**src/rtl/uart_pkg.sv**
```systemverilog
// Shared types and constants for the configurable UART receiver.
// Imported by the sampler and the receiver top.
package uart_pkg;

  typedef enum logic [1:0] {
    PAR_NONE = 2'd0,
    PAR_EVEN = 2'd1,
    PAR_ODD  = 2'd2
  } par_t;

  typedef enum logic [2:0] {
    IDLE,
    START,
    DATA,
    PARITY,
    STOP1,
    STOP2,
    WAIT_IDLE
  } rx_state_t;

  localparam int MIN_DATA_BITS = 5;

endpackage

```
**src/rtl/uart_rx_sampler.sv**
```systemverilog
// Line synchroniser, oversample tick counter and 3-sample majority vote.
// The detecting tick counts as index 0 of the start bit.
module uart_rx_sampler
  import uart_pkg::*;
#(
  parameter int OVER_SAMPLE = 16,
  parameter int MID_SAMPLE  = 8,
  parameter int SYNC_STAGES = 2
) (
  input  logic i_clk,
  input  logic i_rst_n,
  input  logic i_tick,
  input  logic i_rx_serial,
  input  logic restart,
  output logic line,
  output logic bit_value,
  output logic bit_strobe,
  output logic bit_end
);

  localparam int CW = $clog2(OVER_SAMPLE);
  localparam logic [CW-1:0] C_LO   = CW'(MID_SAMPLE - 1);
  localparam logic [CW-1:0] C_MID  = CW'(MID_SAMPLE);
  localparam logic [CW-1:0] C_HI   = CW'(MID_SAMPLE + 1);
  localparam logic [CW-1:0] C_LAST = CW'(OVER_SAMPLE - 1);

  logic [SYNC_STAGES-1:0] sync;
  logic [CW-1:0]          cnt;
  logic                   s0;
  logic                   s1;

  always_ff @(posedge i_clk or negedge i_rst_n) begin
    if (!i_rst_n) begin
      sync <= '1;
    end else begin
      sync <= {sync[SYNC_STAGES-2:0], i_rx_serial};
    end
  end

  assign line = sync[SYNC_STAGES-1];

  always_ff @(posedge i_clk or negedge i_rst_n) begin
    if (!i_rst_n) begin
      cnt <= '0;
      s0  <= 1'b1;
      s1  <= 1'b1;
    end else if (i_tick) begin
      if (restart) begin
        cnt <= CW'(1);
      end else begin
        cnt <= (cnt == C_LAST) ? '0 : cnt + 1'b1;
        if (cnt == C_LO)  s0 <= line;
        if (cnt == C_MID) s1 <= line;
      end
    end
  end

  assign bit_value  = (s0 & s1) | (s0 & line) | (s1 & line);
  assign bit_strobe = i_tick && !restart && (cnt == C_HI);
  assign bit_end    = i_tick && !restart && (cnt == C_LAST);

endmodule

```
**src/rtl/uart_rx_cfg.sv**
```systemverilog
// Runtime-configurable UART receiver: data length, parity and stop bits
// latched per frame, valid/ready word output with overrun pulse.
module uart_rx_cfg
  import uart_pkg::*;
#(
  parameter int MAX_DATA    = 9,
  parameter int OVER_SAMPLE = 16,
  parameter int MID_SAMPLE  = 8,
  parameter int SYNC_STAGES = 2
) (
  input  logic                         i_clk,
  input  logic                         i_rst_n,
  input  logic                         i_tick,
  input  logic                         i_rx_en,
  input  logic                         i_rx_serial,
  input  logic [$clog2(MAX_DATA+1)-1:0] i_cfg_data_bits,
  input  logic [1:0]                   i_cfg_parity,
  input  logic                         i_cfg_stop2,
  output logic [MAX_DATA-1:0]          o_rx_data,
  output logic                         o_rx_valid,
  input  logic                         i_rx_ready,
  output logic                         o_parity_err,
  output logic                         o_frame_err,
  output logic                         o_overrun,
  output logic                         o_busy
);

  localparam int BW = $clog2(MAX_DATA + 1);
  typedef logic [BW-1:0] bits_t;
  localparam bits_t MIN_B = bits_t'(MIN_DATA_BITS);
  localparam bits_t MAX_B = bits_t'(MAX_DATA);

  function automatic bits_t clamp_bits(bits_t b);
    if (b < MIN_B) return MIN_B;
    if (b > MAX_B) return MAX_B;
    return b;
  endfunction

  function automatic par_t dec_par(logic [1:0] p);
    case (p)
      2'd1:    return PAR_EVEN;
      2'd2:    return PAR_ODD;
      default: return PAR_NONE;
    endcase
  endfunction

  rx_state_t             state;
  bits_t                 bits_q;
  bits_t                 idx;
  par_t                  par_q;
  logic                  stop2_q;
  logic [MAX_DATA-1:0]   shift_q;
  logic                  acc_q;
  logic                  perr_q;
  logic                  ferr_q;

  logic      line;
  logic      bit_value;
  logic      bit_strobe;
  logic      bit_end;
  logic      start_det;
  logic      last_stop;
  logic      done;
  logic      frm_ferr;
  rx_state_t next_after;

  assign start_det = i_tick && (state == IDLE) && i_rx_en && !line;

  uart_rx_sampler #(
    .OVER_SAMPLE(OVER_SAMPLE),
    .MID_SAMPLE (MID_SAMPLE),
    .SYNC_STAGES(SYNC_STAGES)
  ) u_sampler (
    .i_clk      (i_clk),
    .i_rst_n    (i_rst_n),
    .i_tick     (i_tick),
    .i_rx_serial(i_rx_serial),
    .restart    (start_det),
    .line       (line),
    .bit_value  (bit_value),
    .bit_strobe (bit_strobe),
    .bit_end    (bit_end)
  );

  assign last_stop  = ((state == STOP1) && !stop2_q) || (state == STOP2);
  assign done       = bit_strobe && last_stop;
  assign frm_ferr   = ferr_q | ~bit_value;
  // An all-zero frame with a bad stop is a break: hold until the line rises
  assign next_after = (frm_ferr && shift_q == '0) ? WAIT_IDLE : IDLE;

  always_ff @(posedge i_clk or negedge i_rst_n) begin
    if (!i_rst_n) begin
      state   <= IDLE;
      bits_q  <= '0;
      idx     <= '0;
      par_q   <= PAR_NONE;
      stop2_q <= 1'b0;
      shift_q <= '0;
      acc_q   <= 1'b0;
      perr_q  <= 1'b0;
      ferr_q  <= 1'b0;
    end else if (i_tick) begin
      unique case (state)
        IDLE: begin
          if (start_det) begin
            state   <= START;
            bits_q  <= clamp_bits(i_cfg_data_bits);
            par_q   <= dec_par(i_cfg_parity);
            stop2_q <= i_cfg_stop2;
            idx     <= '0;
            shift_q <= '0;
            acc_q   <= 1'b0;
            perr_q  <= 1'b0;
            ferr_q  <= 1'b0;
          end
        end
        START: begin
          if (bit_strobe && bit_value) state <= IDLE;
          else if (bit_end)            state <= DATA;
        end
        DATA: begin
          if (bit_strobe) begin
            for (int i = 0; i < MAX_DATA; i++) begin
              if (idx == bits_t'(i)) shift_q[i] <= bit_value;
            end
            acc_q <= acc_q ^ bit_value;
            idx   <= idx + 1'b1;
          end
          if (bit_end && idx == bits_q) begin
            state <= (par_q == PAR_NONE) ? STOP1 : PARITY;
          end
        end
        PARITY: begin
          if (bit_strobe &&
              bit_value != (acc_q ^ (par_q == PAR_ODD))) begin
            perr_q <= 1'b1;
          end
          if (bit_end) state <= STOP1;
        end
        STOP1: begin
          if (bit_strobe) begin
            if (!bit_value) ferr_q <= 1'b1;
            if (!stop2_q)   state  <= next_after;
          end else if (bit_end && stop2_q) begin
            state <= STOP2;
          end
        end
        STOP2: begin
          if (bit_strobe) state <= next_after;
        end
        WAIT_IDLE: begin
          if (line) state <= IDLE;
        end
        default: state <= IDLE;
      endcase
    end
  end

  always_ff @(posedge i_clk or negedge i_rst_n) begin
    if (!i_rst_n) begin
      o_rx_data    <= '0;
      o_rx_valid   <= 1'b0;
      o_parity_err <= 1'b0;
      o_frame_err  <= 1'b0;
      o_overrun    <= 1'b0;
    end else begin
      o_overrun <= 1'b0;
      if (done) begin
        if (!o_rx_valid || i_rx_ready) begin
          o_rx_data    <= shift_q;
          o_rx_valid   <= 1'b1;
          o_parity_err <= perr_q;
          o_frame_err  <= frm_ferr;
        end else begin
          o_overrun <= 1'b1;
        end
      end else if (o_rx_valid && i_rx_ready) begin
        o_rx_valid   <= 1'b0;
        o_parity_err <= 1'b0;
        o_frame_err  <= 1'b0;
      end
    end
  end

  assign o_busy = (state != IDLE);

endmodule

```
**config.mk**
```make
export PLATFORM = sky130hd
export DESIGN_NAME = uart_rx_cfg
export DESIGN_NICKNAME = d
export VERILOG_FILES = /design/src/rtl/uart_pkg.sv /design/src/rtl/uart_rx_sampler.sv /design/src/rtl/uart_rx_cfg.sv
export SDC_FILE = /design/constraint.sdc
export NUM_CORES = 1
export LEC_CHECK = 0
export CAP_MARGIN = 25
export CORE_MARGIN = 2
export CORE_UTILIZATION = 31
export DETAILED_ROUTE_END_ITERATION = 8
export PLACE_DENSITY = 0.53
export RECOVER_POWER = 25
export SLEW_MARGIN = 30
export SYNTH_ARGS = -nofsm -noshare
export SYNTH_HDL_FRONTEND = slang
export SYNTH_HIERARCHICAL = 1
export SYNTH_SLANG_ARGS = --single-unit
```
**constraint.sdc**
```tcl
create_clock -name i_clk -period 3.2 [get_ports i_clk]
set_input_delay 0.64 -clock i_clk [delete_from_list [all_inputs] [get_ports i_clk]]
set_output_delay 0.64 -clock i_clk [all_outputs]
set_load 0.02 [all_outputs]
```
-- Yosys cells after proc, flatten, opt, wreduce, memory -nomap -nowiden
Cells that the tools add are included.
- register bits after elaboration: 47
- latch bits: 0
- RAM bits: 0
- bits in read-only memories: 0
- input bits: 13
- output and inout bits: 14
- logic and storage cells: 193
- memories kept: 0
- add/sub/neg operators: 2
- multiply operators: 0
- divide/modulo/power cells: 0
- $lt $le $gt $ge: 2
- equal/unequal tests: 45
- shift-type cells: 0
- multiplexer cells: 61
- bitwise gates (word level): 10
- reductions and logical operators: 47
- operators by type and width (cell ; number):
    AND reduction 5 bit ; 10
    two-way mux 3 bit ; 12
    two-way mux 1 bit ; 32
    two-way mux 4 bit ; 8
    inequality test 2 bit (second input constant) ; 16
    case mux 3 bit (7 select lines) ; 1
    == test 4 x 3 -> 1 bit (second input constant) ; 5
    two-way mux 9 bit ; 2
    case mux 9 bit (2 select lines) ; 1
    == test 4 bit (second input constant) ; 4
    logical AND 1 bit ; 14
    == test 3 bit (second input constant) ; 3
    zero test 9 bit ; 1
    AND reduction 3 bit ; 3
    AND reduction 9 bit ; 1
    adder 4 x 1 -> 4 bit (second input constant) ; 2
    == test 4 x 2 -> 1 bit (second input constant) ; 2
    case mux 4 bit (2 select lines) ; 1
    AND reduction 4 bit ; 2
    nonzero test 2 bit ; 4
    == test 3 x 2 -> 1 bit (second input constant) ; 2
    inequality test 2 x 1 -> 1 bit (second input constant) ; 3
    inequality test 3 bit (second input constant) ; 2
    case mux 1 bit (2 select lines) ; 3
    other kinds (21) ; 33

-- Depth between registers and ports, before layout
- depth after elaboration: 13
- depth in mapped cells: 13
- gate-level depth less buffers: 11

-- By module
The synthesis kept the hierarchy.
- by module, submodules not included (module ; instances ; cells each ; area each (um^2) ; seq. area each (um^2)):
    uart_rx_cfg ; 1 ; 203 ; 2043.2 ; 975.9
    uart_rx_sampler ; 1 ; 36 ; 407.9 ; 205.2

-- Worst setup path before layout
Ideal clock, no wire load.
- path type: flip-flop to flip-flop
- start: register state[0]
- end: register state[1]
- setup time: 0.125 ns
- arrival time: 2.767 ns
- data required time: 3.075 ns
- slack: 0.308 ns
- stages on the path, launching flop included: 13
- buffers on the path: 2
- period minus slack after synthesis: 2.892 ns
- path through: dfrtp_1 > clkbuf_1 > nor3_1 > nand3_1 > inv_1 > and2b_1 > nand2_1 > nor3b_1 > buf_6 > or4b_1 > o211ai_2 > a2111oi_4 > mux2_2
- longest elaborated chain between the ends: 10
- elaborated cells between the ends (all ways): 29
- classes of those cells: eq/ne (14); mux (3); reduce/logical (12)
- ends and longest elaborated chain (item ; RTL line ; text):
    start: declaration ; uart_rx_cfg.sv:47 ; rx_state_t state;
    start signal: assignment ; uart_rx_cfg.sv:130 ; state <= (par_q == PAR_NONE) ? STOP1 : PARITY;
    start signal: assignment ; uart_rx_cfg.sv:143 ; if (!stop2_q) state <= next_after;
    start signal: assignment ; uart_rx_cfg.sv:149 ; if (bit_strobe) state <= next_after;
    zero test 3 bit * ; uart_rx_cfg.sv:67 ; assign start_det = i_tick && (state == IDLE) && i_rx_en && !line;
    logical AND 1 bit * (3 in a row) ; uart_rx_cfg.sv:67 ;
    net start_det ; uart_rx_cfg.sv:61 ; logic start_det;
    zero test 1 bit * ; uart_rx_sampler.sv:59 ; assign bit_strobe = i_tick && !restart && (cnt == C_HI);
    logical AND 1 bit * (2 in a row) ; uart_rx_sampler.sv:59 ;
    net bit_strobe ; uart_rx_cfg.sv:59 ; logic bit_strobe;
    logical AND 1 bit ; uart_rx_cfg.sv:118 ; if (bit_strobe && bit_value) state <= IDLE;
    inequality test 3 bit (no line) / two-way mux 3 bit (equally long branches) ; - ;
    AND reduction 9 bit (no line) / case mux 3 bit (7 select lines) (equally long branches) ; - ;
The timed path passes the listed nets; every way through them passes the cells marked *.
A chain may end at the register's enable or synchronous reset.

-- Worst setup path in the final report
- start: input i_rx_en
- end: register state[1]
- longest elaborated chain between the ends: 8
- elaborated cells between the ends (all ways): 20
- classes of those cells: eq/ne (7); mux (3); reduce/logical (10)
- ends and longest elaborated chain (item ; RTL line ; text):
    start: declaration ; uart_rx_cfg.sv:14 ; input logic i_rx_en,
    logical AND 1 bit * (2 in a row) ; uart_rx_cfg.sv:67 ;
    net start_det ; uart_rx_cfg.sv:61 ;
    zero test 1 bit * ; uart_rx_sampler.sv:59 ;
    logical AND 1 bit * (2 in a row) ; uart_rx_sampler.sv:59 ;
    net bit_strobe ; uart_rx_cfg.sv:59 ;
    logical AND 1 bit ; uart_rx_cfg.sv:118 ;
    inequality test 3 bit (no line) / two-way mux 3 bit (equally long branches) ; - ;
    AND reduction 9 bit (no line) / case mux 3 bit (7 select lines) (equally long branches) ; - ;
Marked as above.

==> impl_metrics.ini <==
[yosys]
syn_area_per_cell_um2 = 10.3
synth_compound_area_share_pct = 11.8
synth.area.mux_share_pct = 10.4
synth-simple-area-share_pct = 20.0
synth_ff_type = dfrtp_1
ys_seq_elements = 47
synthArstFlopShare_pct = 100
synth_top_family_by_area = simple AND/OR/NAND/NOR gates
synth_cells = 239
synth_seq_area_share_pct = 48.2
yosys-top-cells-count = 43 x dfrtp_1, 31 x nand2_1, 19 x mux2_2
ys_types = 50
synth-edff-count = 0
synthTopCellsByArea = dfrtp_1 44%, mux2_2 8.7%, nand2_1 4.7%
yosys.area.top_type_share_pct = 43.9
synth_adder_area_share_pct = 3.98
synth_top_cell_by_area = dfrtp_1
synth_xor_area_share_pct = 2.86
yosysWarnings = 6
synth.cell_area_um2 = 2450
synthesis.nets = 259
yosysMostFrequentCell = dfrtp_1

[clock_tree]
path_clk_slew_ns = 0.09
numCtsBuffers = 5
post-cts-setup-buffers = 0
hold_buffers = 0
clk_latency_ns = 0.31
max-clock-path-buffers = 2
cts_tree = done
cts_repair_resize_count = 0
clkSinkCount = 47
cts_htree_levels = 2
clockRootBuffer = clkbuf_8

[drt]
drc = 0
drtAntennaViolNets = 0
wl_per_cell_um = 13.7
viasPerCell = 4.86
routed_wl_mm = 5.27
first_pass_iters = 4
vias = 1867
drtIter0Drc = 54

[power]
irDropWorstVdd_uv = 312
pwr-share-clk_pct = 21.0
leakagePower_nw = 1.34
internal_power_mw = 1.38
switching_power_uw = 811
seqPwrFrac_pct = 40.3
swShare_pct = 37.0
p_per_area_nw_per_um2 = 724
pwr-share-comb_pct = 38.7

[cells_and_area]
nets = 301
n_antenna_cell = 0
syn2layout_area_growth_pct = 23.4
drive_gt1_share_pct = 18.1
fill_cells = 788

[status]
violations = max-capacitance violations, max-slew violations
status = finished, violations left

[sta]
rsz0062_at_grt = no
finalCriticalPeriod_ns = 2.85
finalSetupTns_ns = 0
period_share_pct = 89.1
fin_skew_ns = 0.00739
finalSetupViolations = 0
slew_headroom_pct = -59.8
fin_ws_ns = 0.348
slew_viol_final = 45
tightest_slew_ns = 2.40
fmax_ghz = 0.351
hold_viol = 0

[setup_path]
end_kind = flop
rr_worst_depth = 12
crit_fanout = 5
slowest_stage = or4b_1
cp.arrival_ns = 3.05
cpPeakStageDelay_ns = 0.52
path_cells = clkdlybuf4s50_1 -> nor2b_1 -> nand3_1 -> inv_1 -> and2b_1 -> nand2_1 -> nor3b_1 -> buf_4 -> or4b_1 -> o211ai_2 -> a2111oi_4 -> mux2_2
worstPathRequired_ns = 3.40
path_class = input port to flop
cp-start-kind = input port

[place]
port_buffers = 26
pre_cts_slack_ns = 0.0340
gp_congestion = 0.832
dpl.hpwl_mm = 3.84

[global_route]
antenna_found_initial = 0
grt_start_max_net_pins = 45
grt_usage_pct = 13.6
grt_pass1_wl_mm = 9.40
gr-total-overflow = 0
grt_pass1_vias = 1940

[floorplan]
io_pins = 27
row_count = 32
initial_utilization_pct = 31.9
coreArea_um2 = 7690
dieArea_um2 = 8630
die_h_um = 92.9
die_w_um = 92.9

[hold_path]
hold_depth = 0
min_path_type = flop to flop

[flow_run]
max_cap_viol_count = 1
layout by cell type, fill, tap and decap left out, types with 2 or more instances in the layout:
cell type,instances
nand3_1,9
nand3b_1,4
a21oi_1,14
and2b_1,2
o22ai_1,4
mux2_2,19
and2_1,3
nand2_1,31
inv_1,9
nor2_1,11
o21ai_0,15
nor3_1,4
nor2b_1,3
ha_1,7
xnor2_1,2
o211ai_1,2
clkdlybuf4s50_1,25
buf_4,15
dfrtp_1,43
nor3b_1,4
nand2b_1,8
mux2i_1,3
xor2_1,6
dfstp_2,4
clkbuf_8,5
nand4_1,3
power by group through the flow:
stage | Sequential, mW | Clock [mW] | Combinational [mW]
6_report | 0.882 | 0.460 | 0.848
5_1_grt | 0.908 | 0.496 | 0.957
4_1_cts | 0.882 | 0.473 | 0.856
3_5_place_dp | 0.893 | 0 | 0.853
3_3_place_gp | 0.890 | 0 | 0.851
2_1_floorplan | 0.878 | 0 | 0.588
per-stage QoR:
step           power (mW)  instance area [µm²]  std cells  util [%]  hold slack, ns
2_1_floorplan        1.47                 2450        239         -           0.344
3_5_place_dp         1.75                 2910        376      37.9           0.347
5_1_grt              2.36                 3030        384      39.4           0.370
6_report             2.19                 3030        384      39.4           0.360
4_1_cts              2.21                 3030        384      39.4           0.337
3_3_place_gp         1.74                 2910        376      37.9           0.346
cells by family (layout without fill, tap and decap cells):
| family | Yosys count | after routing |
|---|---|---|
| and+or+nand+nor | 93 | 93 |
| DFF | 47 | 47 |
| AOI/OAI and AO/OA | 45 | 45 |
| muxes | 23 | 23 |
| buffers and inverters | 15 | 58 |
| adders and majority gates | 8 | 8 |
| xor gates and xnor gates | 8 | 8 |
path summary, 6_finish.rpt:
kind	start	slack, ns	end
setup / recovery	i_rx_en	0.35	state[1]
hold / removal	u_sampler/sync[0]	0.36	u_sampler/sync[1]
setup reg to reg	state[1]	0.59	state[1]
hold reg to reg	u_sampler/sync[0]	0.36	u_sampler/sync[1]
max in group asynchronous	i_rst_n	0.78	bits_q[1]
min in group asynchronous	i_rst_n	1.05	o_overrun
critical path, delay by kind of cell:
| family | cells | cell delay [ns] |
|---|---|---|
| multiplexers | 1 | 0.30 |
| AND/OR/NAND/NOR | 6 | 1.12 |
| AO/OA/AOI/OAI | 2 | 0.30 |
| buffers and inverters | 3 | 0.69 |
metal layers:
metal / vias up / wire length, µm / GRT usage [%] / share of wire, %
met1: 915 / 2430 / 17.4 / 46
met3: 10 / 109 / 2.85 / 2.1
met5: - / 0 / 0 / 0
met2: 19 / 2590 / 22.3 / 49
li1: 923 / - / - / -
met4: 0 / 144 / 5.64 / 2.7
registers in the layout, indices dropped and copies added (netlist names), 2 cells and up:
register,count
state,3
par_q,2
idx,4
u_sampler/cnt,4
shift_q,9
u_sampler/sync,2
o_rx_data,9
bits_q,4
cell type report:
class	count	area (µm²)	share of cell area, %
inverters	9	33.8	1.12
well taps	102	128	4.22
multi-input cells	177	1200	39.7
repair buffers	41	367	12.1
flip-flops and latches	47	1180	39.0
clock inverters	3	46.3	1.53
clock buffers	5	68.8	2.27
Note: power is estimated with default switching activity, not from simulation.
==> edit 1 (same settings) <==
Add an input register stage for `i_cfg_data_bits`, `i_cfg_parity` and `i_cfg_stop2`, cleared by the reset; this delays them by one clock. The other inputs are not delayed to match.
--- a/src/rtl/uart_rx_cfg.sv
+++ b/src/rtl/uart_rx_cfg.sv
@@ -30,6 +30,22 @@
   localparam bits_t MIN_B = bits_t'(MIN_DATA_BITS);
   localparam bits_t MAX_B = bits_t'(MAX_DATA);
 
+  logic [$clog2(MAX_DATA+1)-1:0] i_cfg_data_bits_q;
+  logic [1:0] i_cfg_parity_q;
+  logic i_cfg_stop2_q;
+
+  always_ff @(posedge i_clk or negedge i_rst_n) begin
+    if (!i_rst_n) begin
+      i_cfg_data_bits_q <= '0;
+      i_cfg_parity_q    <= '0;
+      i_cfg_stop2_q     <= '0;
+    end else begin
+      i_cfg_data_bits_q <= i_cfg_data_bits;
+      i_cfg_parity_q    <= i_cfg_parity;
+      i_cfg_stop2_q     <= i_cfg_stop2;
+    end
+  end
+
   function automatic bits_t clamp_bits(bits_t b);
     if (b < MIN_B) return MIN_B;
     if (b > MAX_B) return MAX_B;
@@ -104,9 +120,9 @@
         IDLE: begin
           if (start_det) begin
             state   <= START;
-            bits_q  <= clamp_bits(i_cfg_data_bits);
-            par_q   <= dec_par(i_cfg_parity);
-            stop2_q <= i_cfg_stop2;
+            bits_q  <= clamp_bits(i_cfg_data_bits_q);
+            par_q   <= dec_par(i_cfg_parity_q);
+            stop2_q <= i_cfg_stop2_q;
             idx     <= '0;
             shift_q <= '0;
             acc_q   <= 1'b0;
Behaviour: same outputs for any inputs over 10 cycles, from zero or initial values and one cycle with i_rst_n low; that may be too few to reach the edited logic, so the function may still have changed.
==> edit 1 against the unedited design <==
- the flow still finishes with violations (capacitance limit, slew limit)
- design area grew 4.0%
- area after synthesis grew 7.0%
- worst setup slack lost 13 ps
- sequential cell count grew 7
- die area grew 6.7%
- count of clock-buffer cells in the layout grew 2
- largest power group unchanged
- sequential share of layout area grew 4.1 points
- power grew 3.1%
- combinational power grew 2.6%
- routed wire length grew 0.68%
==> edit 1: results (changes against the unedited design) <==
| Stage | Quantity | Reported | vs unedited |
|:---|:---|:---|:---|
| finish | Fraction of final layout cells with drive strength greater than 1 | 0.148 | -0.0324 |
| routing | Iter 0 DRT Violations | 82 | +52% |
| run | Number of max-cap violations | 1 | unchanged |
| logic synthesis | Top cells by count, synth | 50 x sky130_fd_sc_hd__dfrtp_1, 23 x sky130_fd_sc_hd__nand2_1, 18 x sky130_fd_sc_hd__o21ai_0 |  |
| timing | Final setup skew | 5.58 ps | -1.80 ps |
| logic synthesis | Fraction of the mapped netlist area in adder cells | 0.0372 | -0.00262 |
| status | Violated checks | capacitance limit, slew limit |  |
| placed design | Last weighted congestion value of the routability-driven placer | 0.820 | -1.4% |
| logic synthesis | Yosys cell types | 52 | +4.0% |
| global route | Via count of the first global-routing pass | 1800 | -7.2% |
| finish | Fillers | 822 | +4.3% |
| finish | # nets final | 302 | +0.33% |
| pwr | IR drop worst, VDD | 192 uV | -39% |
| placed design | Final HPWL DP | 3880 um | +1.2% |
| logic synthesis | Post-synthesis net count | 266 | +2.7% |
| worst setup path | Launch point of the worst reg-to-reg path | state[0] |  |
| logic synthesis | Post-synthesis share of cell area spent on xor and xnor gates | 0.0234 | -0.00522 |
| worst setup path | Reg-to-reg slack, setup | 530 ps | -60 ps |
| logic synthesis | Mux cell area share after synthesis | 0.0806 | -0.0235 |
| logic synthesis | Share of the synthesized area in compound gates (AO/OA/AOI/OAI) | 0.140 | +0.0218 |
| global route | Largest net degree at the start of global routing | 29 | -36% |
| pwr | Leakage power | 1.40 nW | +4.3% |
| timing | Final-report max-slew violation count | 28 | -38% |
| routing | Average detailed-routed wire length per instance | 13.7 um | -0.35% |
| logic synthesis | Async set or reset register ratio after synthesis | 1.00 | unchanged |
| worst setup path | Slowest-stage cell, CP | sky130_fd_sc_hd__clkdlybuf4s50_1 |  |
| routing | Routed vias | 1952 | +4.6% |
| worst setup path | Maximum fanout along the worst path | 10 | +5 |
| global route | Global-route wire length before repair | 8730 um | -7.1% |
| status | Status | finished, violations left |  |
| global route | Overall global routing resource usage | 0.124 | -0.0121 |
| logic synthesis | Cells taking the most area after synthesis | sky130_fd_sc_hd__dfrtp_1 48%, sky130_fd_sc_hd__mux2_2 5.6%, sky130_fd_sc_hd__dfstp_2 4.0% |  |
| logic synthesis | Part of the Yosys area used for sequential elements | 0.517 | +0.0351 |
| clock network | Depth of the CTS H-tree | 2 | unchanged |
| hold path | Class of the tightest hold or removal check | register to register |  |
| timing | Slew at the pin with the worst max-slew slack | 1620 ps | -777 ps |
| worst setup path | Slowest stage delay, CP | 410 ps | -110 ps |
| worst setup path | Critical path data arrival time | 3060 ps | about the same |
==> edit 1: changes by cell type in the layout (fill, tap and decap cells not counted), moves of 4 or more <==
cell / before / now
sky130_fd_sc_hd__nand3_1: 9 / 5
sky130_fd_sc_hd__dfrtp_1: 43 / 50
sky130_fd_sc_hd__buf_4: 15 / 11
sky130_fd_sc_hd__nor2_1: 11 / 15
sky130_fd_sc_hd__clkdlybuf4s50_1: 25 / 17
sky130_fd_sc_hd__nand2_1: 31 / 23
sky130_fd_sc_hd__dlygate4sd3_1: 0 / 8
sky130_fd_sc_hd__mux2_2: 19 / 13
sky130_fd_sc_hd__o41ai_1: 0 / 6
==> edit 1: layer usage <==
| layer | wire (um) | global-route usage | up-vias |
|---|---|---|---|
| met5 | 0 | 0 | - |
| met4 | 61 | 0.0381 | 0 |
| met3 | 211 | 0.0329 | 6 |
| met2 | 2540 | 0.196 | 35 |
| met1 | 2500 | 0.166 | 958 |
| li1 | - | - | 953 |
==> edit 1: through the flow <==
stage	hold slack [ps]	area [sq um]	util	std cells	setup slack, ps
floorplan	344	2620	-	246	495
global placement	347	3060	0.373	380	123
detailed placement	353	3060	0.373	380	31.7
CTS	367	3150	0.383	388	340
global route	373	3150	0.383	388	72.4
finish	363	3150	0.383	388	335
==> edit 1: cell families after synthesis <==
group           Yosys count
compound gates           56
xor+xnor                  7
fa+ha+maj                 8
buf+inv                  20
flops                    54
mux                      19
simple gates             82
==> edit 1: critical path, delay by kind of cell <==
| kind | cells | cell delay (ps) |
|---|---|---|
| AO/OA/AOI/OAI | 2 | 240 |
| multiplexers | 1 | 330 |
| buffers and inverters | 3 | 700 |
| AND/OR/NAND/NOR | 7 | 1130 |
==> edit 1: layout make-up <==
cell class              instances  share of cell area
inverters                      11              0.0131
well taps                     105              0.0417
flip-flops and latches         54               0.431
clock buffers                   7              0.0243
clock inverters                 1             0.00239
multi-input cells             172               0.374
repair buffers                 38               0.113
==> edit 1: report_power, final <==
part / internal (mW) / leakage (nW) / switching, mW
sequential: 0.854 / 0.695 / 0.160
combinational: 0.388 / 0.663 / 0.482
clock: 0.155 / 0.0385 / 0.219
==> edit 1: path summary, 6_finish.rpt <==
kind,endpoint,depth (start not counted)
min in group asynchronous,o_overrun,1
worst min register to register,u_sampler/sync[1],0
max in group asynchronous,u_sampler/cnt[1],1
worst min-delay path,u_sampler/sync[1],0
worst max-delay path,state[2],13
worst max register to register,state[2],12
==> edit 2 (same settings) <==
Made on the original files. `OVER_SAMPLE` is set to 16 in 2 places; all go to 8.
--- a/src/rtl/uart_rx_sampler.sv
+++ b/src/rtl/uart_rx_sampler.sv
@@ -3,7 +3,7 @@
 module uart_rx_sampler
   import uart_pkg::*;
 #(
-  parameter int OVER_SAMPLE = 16,
+  parameter int OVER_SAMPLE = 8,
   parameter int MID_SAMPLE  = 8,
   parameter int SYNC_STAGES = 2
 ) (
--- a/src/rtl/uart_rx_cfg.sv
+++ b/src/rtl/uart_rx_cfg.sv
@@ -4,7 +4,7 @@
   import uart_pkg::*;
 #(
   parameter int MAX_DATA    = 9,
-  parameter int OVER_SAMPLE = 16,
+  parameter int OVER_SAMPLE = 8,
   parameter int MID_SAMPLE  = 8,
   parameter int SYNC_STAGES = 2
 ) (
Behaviour: not the same (Yosys sat finds a counterexample within 10 cycles, from zero or initial values and one cycle with i_rst_n low).
==> edit 2 against the unedited design <==
- routed wire length fell by 3.3%
- design area fell by 3.2%
- area after synthesis fell by 0.46%
- largest power group unchanged
- sequential power barely moved
- highest routed layer unchanged
- sequential cell count fell by 1
- power fell by 2.8%
- critical endpoint is now state[0]
- worst setup slack improved by 160 ps
- global-route usage fell by 0.69 points
==> edit 2: results (changes against the unedited design) <==
| Stage | Quantity | Reported | vs unedited |
|:---|:---|:---|:---|
| logic synthesis | Synthesized area per cell | 10.3 sq um | +0.81% |
| pwr | IR drop worst, VDD | 237 uV | -24% |
| logic synthesis | Post-synthesis net count | 257 | -0.77% |
| global route | Global-route wire length before repair | 8740 um | -7.0% |
| finish | Fraction of final layout cells with drive strength greater than 1 | 0.174 | -0.00678 |
| logic synthesis | Yosys cell types | 55 | +10% |
| global route | Overall global routing resource usage | 0.129 | -0.00686 |
| placed design | Final HPWL DP | 3680 um | -4.2% |
| worst setup path | Slowest-stage cell, CP | sky130_fd_sc_hd__clkdlybuf4s50_1 |  |
| placed design | Placed cell count | 364 | -3.2% |
| global route | Largest net degree at the start of global routing | 47 | +4.4% |
| worst setup path | Reg-to-reg slack, setup | 670 ps | +80 ps |
| placed design | Last weighted congestion value of the routability-driven placer | 0.828 | -0.48% |
| routing | Iter 0 DRT Violations | 83 | +54% |
| logic synthesis | Top cells by count, synth | 42 x sky130_fd_sc_hd__dfrtp_1, 20 x sky130_fd_sc_hd__nor2_1, 20 x sky130_fd_sc_hd__o21ai_0 |  |
| logic synthesis | Main flop type after synthesis | sky130_fd_sc_hd__dfrtp_1 |  |
| timing | Slew at the pin with the worst max-slew slack | 587 ps | -1810 ps |
| worst setup path | Critical path data arrival time | 2880 ps | -170 ps |
| finish | Final Non-Filler Cells | 372 | -3.1% |
| status | Status | finished clean |  |
| clock network | Deepest clock path buffer count | 2 | unchanged |
| placed design | Placement Setup Slack | 205 ps | +171 ps |
| routing | Average detailed-routed wire length per instance | 13.7 um | -0.18% |
| timing | Maximum frequency from static timing analysis | 371 MHz | +5.8% |
| worst setup path | Slowest stage delay, CP | 480 ps | -40 ps |
| logic synthesis | Cells taking the most area after synthesis | sky130_fd_sc_hd__dfrtp_1 43%, sky130_fd_sc_hd__mux2_2 6.5%, sky130_fd_sc_hd__dfstp_2 4.3% |  |
| pwr | Leakage power | 1.28 nW | -4.2% |
| routing | Routed vias | 1783 | -4.5% |
| timing | Final setup skew | 12.1 ps | +4.72 ps |
| finish | # nets final | 290 | -3.7% |
| logic synthesis | Part of the Yosys area used for sequential elements | 0.474 | -0.00803 |
| global route | Via count of the first global-routing pass | 1730 | -11% |
| hold path | Class of the tightest hold or removal check | input port to async pin |  |
edit 2: cell types whose count changed after synthesis, moves of 5 or more:
cell                      unedited run  this run
sky130_fd_sc_hd__nand2_1            31        18
sky130_fd_sc_hd__nor2_1             11        20
sky130_fd_sc_hd__inv_1               9        17
sky130_fd_sc_hd__nand3_1             9         1
sky130_fd_sc_hd__mux2_2             19        14
sky130_fd_sc_hd__mux2_4              0         5
sky130_fd_sc_hd__o21ai_0            15        20
edit 2: path summary, 6_finish.rpt:
kind | from | cells after the start | to
worst max-delay path | i_rx_en | 9 | state[0]
worst min register to register | u_sampler/sync[0] | 0 | u_sampler/sync[1]
min in group i_clk | u_sampler/sync[0] | 0 | u_sampler/sync[1]
worst max register to register | u_sampler/sync[1] | 8 | state[0]
worst min-delay path | i_rst_n | 1 | o_overrun
max in group asynchronous | i_rst_n | 1 | stop2_q
edit 2: per-layer routing:
metal,wire (um),GRT usage
met1,2520,0.175
met3,107,0.0277
met2,2390,0.208
met4,77,0.0404
met5,0,0
edit 2: stage by stage:
step	hold slack [ps]	power (mW)	util	instance area, sq um
floorplan	344	1.51	-	2440
global placement	347	1.77	0.369	2830
detailed placement	347	1.78	0.369	2840
CTS	347	2.15	0.381	2930
global route	365	2.29	0.381	2930
finish	333	2.13	0.381	2930
edit 2: worst register-to-register path, delay by kind of cell, from the launching register on:
| kind | cells | cell delay [ps] |
|---|---|---|
| compound gates | 2 | 410 |
| flops | 1 | 600 |
| mux | 2 | 660 |
| simple gates | 4 | 750 |
edit 2: kinds of logic (layout without fill, tap and decap cells):
logic type	Yosys count	after routing	synth area share
xor gates and xnor gates	7	7	0.0251
buffers and inverters	24	58	0.0431
DFF	46	46	0.474
adders and majority gates	9	9	0.0451
muxes	21	21	0.104
and+or+nand+nor	74	74	0.166
AOI/OAI and AO/OA	55	55	0.143
edit 2: power by group:
part	internal, mW	switching [mW]	total (mW)
registers	0.739	0.144	0.882
logic	0.421	0.457	0.878
clock network	0.156	0.211	0.368
total	1.32	0.812	2.13
edit 2: area by class of cell:
cell class              count  area, sq um
fillers                   785         4760
multi-input cells         166         1180
flip-flops and latches     46         1160
repair buffers             33          310
well taps                 102          128
clock buffers               5         68.8
inverters                  17         63.8
clock inverters             3         23.8
